**src/rtl/ysyx_23060025_axi_arbiter_if.sv**
```systemverilog
// AXI4-Lite bus bundle shared by the IFU, LSU and memory sides of the arbiter.
// Every channel is valid/ready: a beat transfers on the edge where both are high.
interface ysyx_23060025_axi_arbiter_if #(
  parameter int ADDR_WIDTH = 32,
  parameter int DATA_WIDTH = 32
);
  logic [ADDR_WIDTH-1:0]   araddr;
  logic                    arvalid;
  logic                    arready;
  logic [DATA_WIDTH-1:0]   rdata;
  logic [1:0]              rresp;
  logic                    rvalid;
  logic                    rready;
  logic [ADDR_WIDTH-1:0]   awaddr;
  logic                    awvalid;
  logic                    awready;
  logic [DATA_WIDTH-1:0]   wdata;
  logic [DATA_WIDTH/8-1:0] wstrb;
  logic                    wvalid;
  logic                    wready;
  logic [1:0]              bresp;
  logic                    bvalid;
  logic                    bready;

  modport master (
    output araddr, arvalid, rready, awaddr, awvalid, wdata, wstrb, wvalid, bready,
    input  arready, rdata, rresp, rvalid, awready, wready, bresp, bvalid
  );

  modport slave (
    input  araddr, arvalid, rready, awaddr, awvalid, wdata, wstrb, wvalid, bready,
    output arready, rdata, rresp, rvalid, awready, wready, bresp, bvalid
  );
endinterface

```
**src/rtl/ysyx_23060025_axi_arbiter.sv**
```systemverilog
// Two-master (IFU read-only, LSU read/write) to one-slave AXI4-Lite arbiter.
// Grants one whole transaction at a time; writes win, reads alternate round-robin.
module ysyx_23060025_axi_arbiter #(
  parameter int ADDR_WIDTH = 32,
  parameter int DATA_WIDTH = 32
) (
  input  logic                      clock,
  input  logic                      reset,
  ysyx_23060025_axi_arbiter_if.slave  ifu,
  ysyx_23060025_axi_arbiter_if.slave  lsu,
  ysyx_23060025_axi_arbiter_if.master m,
  output logic [1:0]                state_dbg,
  output logic                      last_rd_dbg
);
  localparam int STRB_WIDTH = DATA_WIDTH / 8;

  typedef enum logic [1:0] {
    IDLE   = 2'd0,
    IFU_RD = 2'd1,
    LSU_RD = 2'd2,
    LSU_WR = 2'd3
  } state_t;

  state_t state, next_state, grant;
  logic   last_rd;
  logic   ifu_req, lsu_rreq, lsu_wreq;

  assign ifu_req  = ifu.arvalid;
  assign lsu_rreq = lsu.arvalid;
  assign lsu_wreq = lsu.awvalid | lsu.wvalid;

  // Reset masks the grant immediately so no handshake leaks out during reset.
  assign grant = reset ? IDLE : state;

  assign state_dbg   = state;
  assign last_rd_dbg = last_rd;

  always_ff @(posedge clock) begin
    if (reset) begin
      state   <= IDLE;
      last_rd <= 1'b0;
    end else begin
      state <= next_state;
      if (state == IDLE && next_state == IFU_RD) last_rd <= 1'b0;
      else if (state == IDLE && next_state == LSU_RD) last_rd <= 1'b1;
    end
  end

  always_comb begin
    next_state = state;
    case (state)
      IDLE: begin
        if (lsu_wreq)                  next_state = LSU_WR;
        else if (ifu_req && lsu_rreq)  next_state = last_rd ? IFU_RD : LSU_RD;
        else if (ifu_req)              next_state = IFU_RD;
        else if (lsu_rreq)             next_state = LSU_RD;
      end
      IFU_RD, LSU_RD: if (m.rvalid && m.rready) next_state = IDLE;
      LSU_WR:         if (m.bvalid && m.bready) next_state = IDLE;
      default:        next_state = IDLE;
    endcase
  end

  always_comb begin
    m.araddr  = {ADDR_WIDTH{1'b0}};
    m.arvalid = 1'b0;
    m.rready  = 1'b0;
    m.awaddr  = {ADDR_WIDTH{1'b0}};
    m.awvalid = 1'b0;
    m.wdata   = {DATA_WIDTH{1'b0}};
    m.wstrb   = {STRB_WIDTH{1'b0}};
    m.wvalid  = 1'b0;
    m.bready  = 1'b0;

    // Read data/response are broadcast; only the granted rvalid qualifies them.
    ifu.rdata   = m.rdata;
    ifu.rresp   = m.rresp;
    ifu.arready = 1'b0;
    ifu.rvalid  = 1'b0;
    ifu.awready = 1'b0;
    ifu.wready  = 1'b0;
    ifu.bresp   = 2'b00;
    ifu.bvalid  = 1'b0;

    lsu.rdata   = m.rdata;
    lsu.rresp   = m.rresp;
    lsu.bresp   = m.bresp;
    lsu.arready = 1'b0;
    lsu.rvalid  = 1'b0;
    lsu.awready = 1'b0;
    lsu.wready  = 1'b0;
    lsu.bvalid  = 1'b0;

    case (grant)
      IFU_RD: begin
        m.araddr    = ifu.araddr;
        m.arvalid   = ifu.arvalid;
        ifu.arready = m.arready;
        ifu.rvalid  = m.rvalid;
        m.rready    = ifu.rready;
      end
      LSU_RD: begin
        m.araddr    = lsu.araddr;
        m.arvalid   = lsu.arvalid;
        lsu.arready = m.arready;
        lsu.rvalid  = m.rvalid;
        m.rready    = lsu.rready;
      end
      LSU_WR: begin
        m.awaddr    = lsu.awaddr;
        m.awvalid   = lsu.awvalid;
        lsu.awready = m.awready;
        m.wdata     = lsu.wdata;
        m.wstrb     = lsu.wstrb;
        m.wvalid    = lsu.wvalid;
        lsu.wready  = m.wready;
        lsu.bvalid  = m.bvalid;
        m.bready    = lsu.bready;
      end
      default: ;
    endcase
  end
endmodule
```
**src/flat_wrapper.sv**
```systemverilog
// flat-port wrapper written by rule: the top's interface ports become plain ports
module ysyx_23060025_axi_arbiter_flat 
#(
  parameter int ADDR_WIDTH = 32,
  parameter int DATA_WIDTH = 32
)
  (clock, reset, state_dbg, last_rd_dbg, ifu_araddr, ifu_arvalid, ifu_rready, ifu_awaddr, ifu_awvalid, ifu_wdata, ifu_wstrb, ifu_wvalid, ifu_bready, ifu_arready, ifu_rdata, ifu_rresp, ifu_rvalid, ifu_awready, ifu_wready, ifu_bresp, ifu_bvalid, lsu_araddr, lsu_arvalid, lsu_rready, lsu_awaddr, lsu_awvalid, lsu_wdata, lsu_wstrb, lsu_wvalid, lsu_bready, lsu_arready, lsu_rdata, lsu_rresp, lsu_rvalid, lsu_awready, lsu_wready, lsu_bresp, lsu_bvalid, m_araddr, m_arvalid, m_rready, m_awaddr, m_awvalid, m_wdata, m_wstrb, m_wvalid, m_bready, m_arready, m_rdata, m_rresp, m_rvalid, m_awready, m_wready, m_bresp, m_bvalid);
  ysyx_23060025_axi_arbiter_if #(.ADDR_WIDTH(ADDR_WIDTH), .DATA_WIDTH(DATA_WIDTH)) ifu_i ();
  ysyx_23060025_axi_arbiter_if #(.ADDR_WIDTH(ADDR_WIDTH), .DATA_WIDTH(DATA_WIDTH)) lsu_i ();
  ysyx_23060025_axi_arbiter_if #(.ADDR_WIDTH(ADDR_WIDTH), .DATA_WIDTH(DATA_WIDTH)) m_i ();
  input  logic clock;
  input  logic reset;
  output logic [1:0] state_dbg;
  output logic last_rd_dbg;
  input wire logic [$bits(ifu_i.araddr)-1:0] ifu_araddr;
  input wire logic [$bits(ifu_i.arvalid)-1:0] ifu_arvalid;
  input wire logic [$bits(ifu_i.rready)-1:0] ifu_rready;
  input wire logic [$bits(ifu_i.awaddr)-1:0] ifu_awaddr;
  input wire logic [$bits(ifu_i.awvalid)-1:0] ifu_awvalid;
  input wire logic [$bits(ifu_i.wdata)-1:0] ifu_wdata;
  input wire logic [$bits(ifu_i.wstrb)-1:0] ifu_wstrb;
  input wire logic [$bits(ifu_i.wvalid)-1:0] ifu_wvalid;
  input wire logic [$bits(ifu_i.bready)-1:0] ifu_bready;
  output wire logic [$bits(ifu_i.arready)-1:0] ifu_arready;
  output wire logic [$bits(ifu_i.rdata)-1:0] ifu_rdata;
  output wire logic [$bits(ifu_i.rresp)-1:0] ifu_rresp;
  output wire logic [$bits(ifu_i.rvalid)-1:0] ifu_rvalid;
  output wire logic [$bits(ifu_i.awready)-1:0] ifu_awready;
  output wire logic [$bits(ifu_i.wready)-1:0] ifu_wready;
  output wire logic [$bits(ifu_i.bresp)-1:0] ifu_bresp;
  output wire logic [$bits(ifu_i.bvalid)-1:0] ifu_bvalid;
  input wire logic [$bits(lsu_i.araddr)-1:0] lsu_araddr;
  input wire logic [$bits(lsu_i.arvalid)-1:0] lsu_arvalid;
  input wire logic [$bits(lsu_i.rready)-1:0] lsu_rready;
  input wire logic [$bits(lsu_i.awaddr)-1:0] lsu_awaddr;
  input wire logic [$bits(lsu_i.awvalid)-1:0] lsu_awvalid;
  input wire logic [$bits(lsu_i.wdata)-1:0] lsu_wdata;
  input wire logic [$bits(lsu_i.wstrb)-1:0] lsu_wstrb;
  input wire logic [$bits(lsu_i.wvalid)-1:0] lsu_wvalid;
  input wire logic [$bits(lsu_i.bready)-1:0] lsu_bready;
  output wire logic [$bits(lsu_i.arready)-1:0] lsu_arready;
  output wire logic [$bits(lsu_i.rdata)-1:0] lsu_rdata;
  output wire logic [$bits(lsu_i.rresp)-1:0] lsu_rresp;
  output wire logic [$bits(lsu_i.rvalid)-1:0] lsu_rvalid;
  output wire logic [$bits(lsu_i.awready)-1:0] lsu_awready;
  output wire logic [$bits(lsu_i.wready)-1:0] lsu_wready;
  output wire logic [$bits(lsu_i.bresp)-1:0] lsu_bresp;
  output wire logic [$bits(lsu_i.bvalid)-1:0] lsu_bvalid;
  output wire logic [$bits(m_i.araddr)-1:0] m_araddr;
  output wire logic [$bits(m_i.arvalid)-1:0] m_arvalid;
  output wire logic [$bits(m_i.rready)-1:0] m_rready;
  output wire logic [$bits(m_i.awaddr)-1:0] m_awaddr;
  output wire logic [$bits(m_i.awvalid)-1:0] m_awvalid;
  output wire logic [$bits(m_i.wdata)-1:0] m_wdata;
  output wire logic [$bits(m_i.wstrb)-1:0] m_wstrb;
  output wire logic [$bits(m_i.wvalid)-1:0] m_wvalid;
  output wire logic [$bits(m_i.bready)-1:0] m_bready;
  input wire logic [$bits(m_i.arready)-1:0] m_arready;
  input wire logic [$bits(m_i.rdata)-1:0] m_rdata;
  input wire logic [$bits(m_i.rresp)-1:0] m_rresp;
  input wire logic [$bits(m_i.rvalid)-1:0] m_rvalid;
  input wire logic [$bits(m_i.awready)-1:0] m_awready;
  input wire logic [$bits(m_i.wready)-1:0] m_wready;
  input wire logic [$bits(m_i.bresp)-1:0] m_bresp;
  input wire logic [$bits(m_i.bvalid)-1:0] m_bvalid;
  assign ifu_i.araddr = ifu_araddr;
  assign ifu_i.arvalid = ifu_arvalid;
  assign ifu_i.rready = ifu_rready;
  assign ifu_i.awaddr = ifu_awaddr;
  assign ifu_i.awvalid = ifu_awvalid;
  assign ifu_i.wdata = ifu_wdata;
  assign ifu_i.wstrb = ifu_wstrb;
  assign ifu_i.wvalid = ifu_wvalid;
  assign ifu_i.bready = ifu_bready;
  assign ifu_arready = ifu_i.arready;
  assign ifu_rdata = ifu_i.rdata;
  assign ifu_rresp = ifu_i.rresp;
  assign ifu_rvalid = ifu_i.rvalid;
  assign ifu_awready = ifu_i.awready;
  assign ifu_wready = ifu_i.wready;
  assign ifu_bresp = ifu_i.bresp;
  assign ifu_bvalid = ifu_i.bvalid;
  assign lsu_i.araddr = lsu_araddr;
  assign lsu_i.arvalid = lsu_arvalid;
  assign lsu_i.rready = lsu_rready;
  assign lsu_i.awaddr = lsu_awaddr;
  assign lsu_i.awvalid = lsu_awvalid;
  assign lsu_i.wdata = lsu_wdata;
  assign lsu_i.wstrb = lsu_wstrb;
  assign lsu_i.wvalid = lsu_wvalid;
  assign lsu_i.bready = lsu_bready;
  assign lsu_arready = lsu_i.arready;
  assign lsu_rdata = lsu_i.rdata;
  assign lsu_rresp = lsu_i.rresp;
  assign lsu_rvalid = lsu_i.rvalid;
  assign lsu_awready = lsu_i.awready;
  assign lsu_wready = lsu_i.wready;
  assign lsu_bresp = lsu_i.bresp;
  assign lsu_bvalid = lsu_i.bvalid;
  assign m_araddr = m_i.araddr;
  assign m_arvalid = m_i.arvalid;
  assign m_rready = m_i.rready;
  assign m_awaddr = m_i.awaddr;
  assign m_awvalid = m_i.awvalid;
  assign m_wdata = m_i.wdata;
  assign m_wstrb = m_i.wstrb;
  assign m_wvalid = m_i.wvalid;
  assign m_bready = m_i.bready;
  assign m_i.arready = m_arready;
  assign m_i.rdata = m_rdata;
  assign m_i.rresp = m_rresp;
  assign m_i.rvalid = m_rvalid;
  assign m_i.awready = m_awready;
  assign m_i.wready = m_wready;
  assign m_i.bresp = m_bresp;
  assign m_i.bvalid = m_bvalid;
  ysyx_23060025_axi_arbiter #(.ADDR_WIDTH(ADDR_WIDTH), .DATA_WIDTH(DATA_WIDTH)) u_core (.clock(clock), .reset(reset), .ifu(ifu_i), .lsu(lsu_i), .m(m_i), .state_dbg(state_dbg), .last_rd_dbg(last_rd_dbg));
endmodule
```
**config.mk**
```make
export PLATFORM = sky130hd
export DESIGN_NAME = ysyx_23060025_axi_arbiter_flat
export DESIGN_NICKNAME = d
export VERILOG_FILES = /design/src/rtl/ysyx_23060025_axi_arbiter_if.sv /design/src/rtl/ysyx_23060025_axi_arbiter.sv /design/src/flat_wrapper.sv
export SDC_FILE = /design/constraint.sdc
export NUM_CORES = 1
export LEC_CHECK = 0
export CORE_AREA = 2 2 174 176
export CTS_CLUSTER_DIAMETER = 40
export DETAILED_ROUTE_END_ITERATION = 6
export DIE_AREA = 0 0 176 178
export SKIP_CTS_REPAIR_TIMING = 1
export SLEW_MARGIN = 15
export SYNTH_ARGS = -nofsm -noshare
export SYNTH_HDL_FRONTEND = slang
export SYNTH_SLANG_ARGS = --single-unit
```
**constraint.sdc**
```tcl
create_clock -name clock -period 2.25 [get_ports clock]
set_input_delay 0.3375 -clock clock [delete_from_list [all_inputs] [get_ports clock]]
set_output_delay 0.3375 -clock clock [all_outputs]
set_load 0.005 [all_outputs]
```
-- After elaboration in Yosys (flattened, before gate mapping)
Index checks and enable logic that the tools add are counted.
- bits in registers: 3
- logic and storage cells: 44
- bits of input ports: 253
- output and inout bits: 190
- muxes and demuxes: 25
- bitwise gates (word level): 1
- reductions and logical operators: 8
- equal/unequal tests: 8
- operators by type and width (kind ; count):
    $mux 32 ; 2
    $pmux 32 s2 ; 1
    $mux 2 ; 8
    $eq 2x2->1 const B ; 5
    $mux 1 ; 10
    $eq 2x1->1 const B ; 3
    $pmux 2 s3 ; 1
    $logic_and 1x1->1 ; 5
    $mux 4 ; 1
    $pmux 1 s2 ; 2
    $reduce_or 2->1 ; 2
    $logic_not 2->1 ; 1
    $or 1x1->1 ; 1

-- Longest topological paths before layout
- depth in word-level cells: 9
- mapped depth: 8
- mapped depth without buffers: 7

-- Worst setup path before layout
No wires, ideal clock.
- path kind: register -> output
- start point: register u_core.state[0], in the netlist u_core.state_dbg[0]
- end point: output m_araddr[10]
- required time: 1913 ps
- arrival: 1520 ps
- slack: 393 ps
- path buffers: 2
- cell stages (with the launch flop): 8
- cell sequence: dfxtp_1 inv_1 nor2_1 ha_1 clkbuf_1 clkbuf_1 a22oi_1 nor2_1
- cells in the longest elaborated chain, start to end: 3
- elaborated cells on any way between the ends: 4
- classes of those cells: eq/ne: 2; mux: 2
- RTL lines (what ; line ; text):
    from (decl) ; ysyx_23060025_axi_arbiter.sv:24 ; state_t state, next_state, grant;
    from (signal assigned) ; ysyx_23060025_axi_arbiter.sv:43 ; state <= next_state;
    $mux 2 * ; ysyx_23060025_axi_arbiter.sv:33 ; assign grant = reset ? IDLE : state;
    $eq 2x2->1 / $eq 2x1->1 (equally long branches) ; ysyx_23060025_axi_arbiter.sv:94 ; case (grant)
    $pmux 32 s2 * ; ysyx_23060025_axi_arbiter.sv:94 ;
    to (decl) ; flat_wrapper.sv:49 ; output wire logic [$bits(m_i.araddr)-1:0] m_araddr;
Mark *: on every way between the ends. The rest lies on a longest branch, timed or not.

-- Worst setup path after layout
- start point: input reset
- end point: output m_araddr[29]
- cells in the longest elaborated chain, start to end: 3
- elaborated cells on any way between the ends: 4
- classes of those cells: eq/ne: 2; mux: 2
- RTL lines (what ; line ; text):
    from (decl) ; flat_wrapper.sv:12 ; input logic reset;
    $mux 2 * ; ysyx_23060025_axi_arbiter.sv:33 ;
    $eq 2x2->1 / $eq 2x1->1 (equally long branches) ; ysyx_23060025_axi_arbiter.sv:94 ;
    $pmux 32 s2 * ; ysyx_23060025_axi_arbiter.sv:94 ;
Marked as above.

==> flow_metrics.env <==
export IMPL_cts_clk_slew_worst_paths_ns=0.03
export IMPL_cts_sinks=3
export IMPL_port_buffers=260
export IMPL_fp_coreArea_um2=29400
export IMPL_syn_inst=278
export IMPL_drive_gt1_frac=0.160
export IMPL_fmax_mhz=459
export IMPL_fillers=3245
export IMPL_vias_per_cell=3.13
export IMPL_holdWs_ns=0.528
export IMPL_routed_wl_mm=13.4
export IMPL_syn_mean_instance_area_um2=6.51
export IMPL_utilization=0.181
export IMPL_first_global_vias=2491
export IMPL_track_usage=0.0593
export IMPL_grt_max_degree=39
export IMPL_clock_latency_ns=0.23
export IMPL_postSynth_asyncResetShare=0
export IMPL_start_util=0.0616
export IMPL_yosysSeqAreaShare=0.0332
export IMPL_cp_max_fo=6
export IMPL_clockRootBuffer="clkbuf_16"
export IMPL_synth_edff_count=0
export IMPL_mostFrequentLayoutCell="clkdlybuf4s50_1"
export IMPL_ios=443
export IMPL_maxCapViolCount=0
export IMPL_drtAntennaViolNets=0
export IMPL_wl_per_cell_um=15.1
export IMPL_setup_slack_ns=0.0719
export IMPL_nNetsFinal=758
export IMPL_synthTopCellsByArea="buf_4 (31%), and2_1 (27%), a22oi_1 (14%)"
export IMPL_setup_viol=0
export IMPL_period_minus_slack_ns=2.18
export IMPL_die_w_um=176
export IMPL_cp_required_ns=1.91
export IMPL_p_leak_nw=3.71
export IMPL_die_h_um=178
export IMPL_post_route_period_util=0.968
export IMPL_cts_htree_levels=1
export IMPL_area_growth_pct=194
export IMPL_critPathArrivalTime_ns=1.84
export IMPL_endpoint_kind="primary output"
export IMPL_grt_pass1_wl_mm=14.1
export IMPL_dr_pass1_iters=4
export IMPL_maxSlewViolCount=0
export IMPL_gp_congestion=0.694
export IMPL_rows=63
export IMPL_crit_type="in -> out"
export IMPL_synth_main_ff_cell="dfxtp_1"
export IMPL_outcome="complete, no violations"
export IMPL_ys_ff_latch=3
export IMPL_die_area_um2=31300
export IMPL_synth_area_um2=1810
export IMPL_drc=0
export IMPL_skew_ns=0.00107
export IMPL_most_common_layout_cells="clkdlybuf4s50_1 (152), dlymetal6s2s_1 (105), and2_1 (78), nor2_1 (36), buf_4 (28)"
export IMPL_rsz0062_at_grt="yes"
export IMPL_worstSetupStartpointType="primary input"
export IMPL_finalHoldViolCount=0
export IMPL_cts_buffers=3
export IMPL_p_total_w=0.00217
export IMPL_drt_iter0_markers=58
export IMPL_ir_drop_uv=269
export IMPL_overflow=0
export IMPL_grt_antenna_before_repair=7
export IMPL_synth_distinct_cells=26
export IMPL_hp_class="reg -> reg"
export IMPL_dp_slack_ns=-0.420
export IMPL_clockBufferDepth=2
export IMPL_dr_total_vias=2782
export IMPL_synth_area_leader_cell="buf_4"
export IMPL_power_density_nw_per_um2=407
export IMPL_ys_warn_count=0
export IMPL_hpwl_mm=9.07
export IMPL_cts_tree="yes"
export IMPL_yosys_area_top_type_share=0.311
==> synth_stat cells, types with 2 or more instances <==
cell type   n
clkbuf_1   17
and2_1     78
nand2b_1    3
nor2_1     37
o21ai_0     2
a21oi_1     3
ha_1        5
dfxtp_1     3
buf_4      75
a22oi_1    34
inv_1       4
buf_2       3
==> path summary, 6_finish.rpt <==
check	start	endpoint	slack (ns)	cells after the start
worst max-delay path	reset	m_araddr[29]	0.07	8
worst min register to register	u_core.last_rd_dbg$_SDFFE_PP0P_	u_core.last_rd_dbg$_SDFFE_PP0P_	0.53	2
worst max register to register	u_core.state_dbg[0]$_SDFF_PP0_	u_core.state_dbg[0]$_SDFF_PP0_	0.31	12
worst min-delay path	u_core.last_rd_dbg$_SDFFE_PP0P_	u_core.last_rd_dbg$_SDFFE_PP0P_	0.53	2
==> report_power, final <==
part	leakage (nW)	total [W]	switching, W	internal, W
combinational	3.65	0.00178	0.000761	0.00102
sequential	0.0251	0.0000943	0.0000176	0.0000767
clock	0.0382	0.000287	0.0000525	0.000234
total	3.71	0.00217	0.000831	0.00133
==> logic make-up after synthesis <==
kind of cell,share of synthesized area
fa+ha+maj,0.0346
simple gates,0.384
other cells,0.00207
buf+inv,0.363
flops,0.0332
compound gates,0.183
==> through the flow <==
step / cells / instance area [um2] / setup TNS [ns]
2_1_floorplan: 282 / 1830 / 0
3_3_place_gp: 850 / 4440 / -36.19
3_5_place_dp: 850 / 4440 / -39.80
4_1_cts: 854 / 4520 / -40.05
5_1_grt: 889 / 5320 / -0.0555
6_report: 890 / 5320 / 0
==> final cells by class <==
type                    count  area [um2]  area share
repair buffers            308        3440       0.647
multi-input cells         180        1240       0.232
well taps                 390         488      0.0917
clock buffers               4        78.8      0.0148
flip-flops and latches      3        61.3      0.0115
inverters                   4        15.0     0.00282
diodes                      1        2.50    0.000470
==> critical path: stages <==
cell and delay [ns]:
dlymetal6s2s_1 0.17, nand2b_4 0.18, inv_2 0.09, ha_4 0.24, buf_6 0.15, a22oi_2 0.07, nor2_1 0.09, clkdlybuf4s50_1 0.50
==> state kept, by name, summed over array words and instances, names as in the netlist <==
register,flops
u_core.state_dbg,2
u_core.last_rd_dbg,1
==> routing by layer <==
layer,vias to the layer above,part of all wire,global-route usage
li1,1274,-,-
met5,-,0.0058,0
met3,46,0.13,0.0290
met4,12,0.038,0.0158
met1,1223,0.31,0.0553
met2,227,0.52,0.115
(Power assumes the default switching activity.)
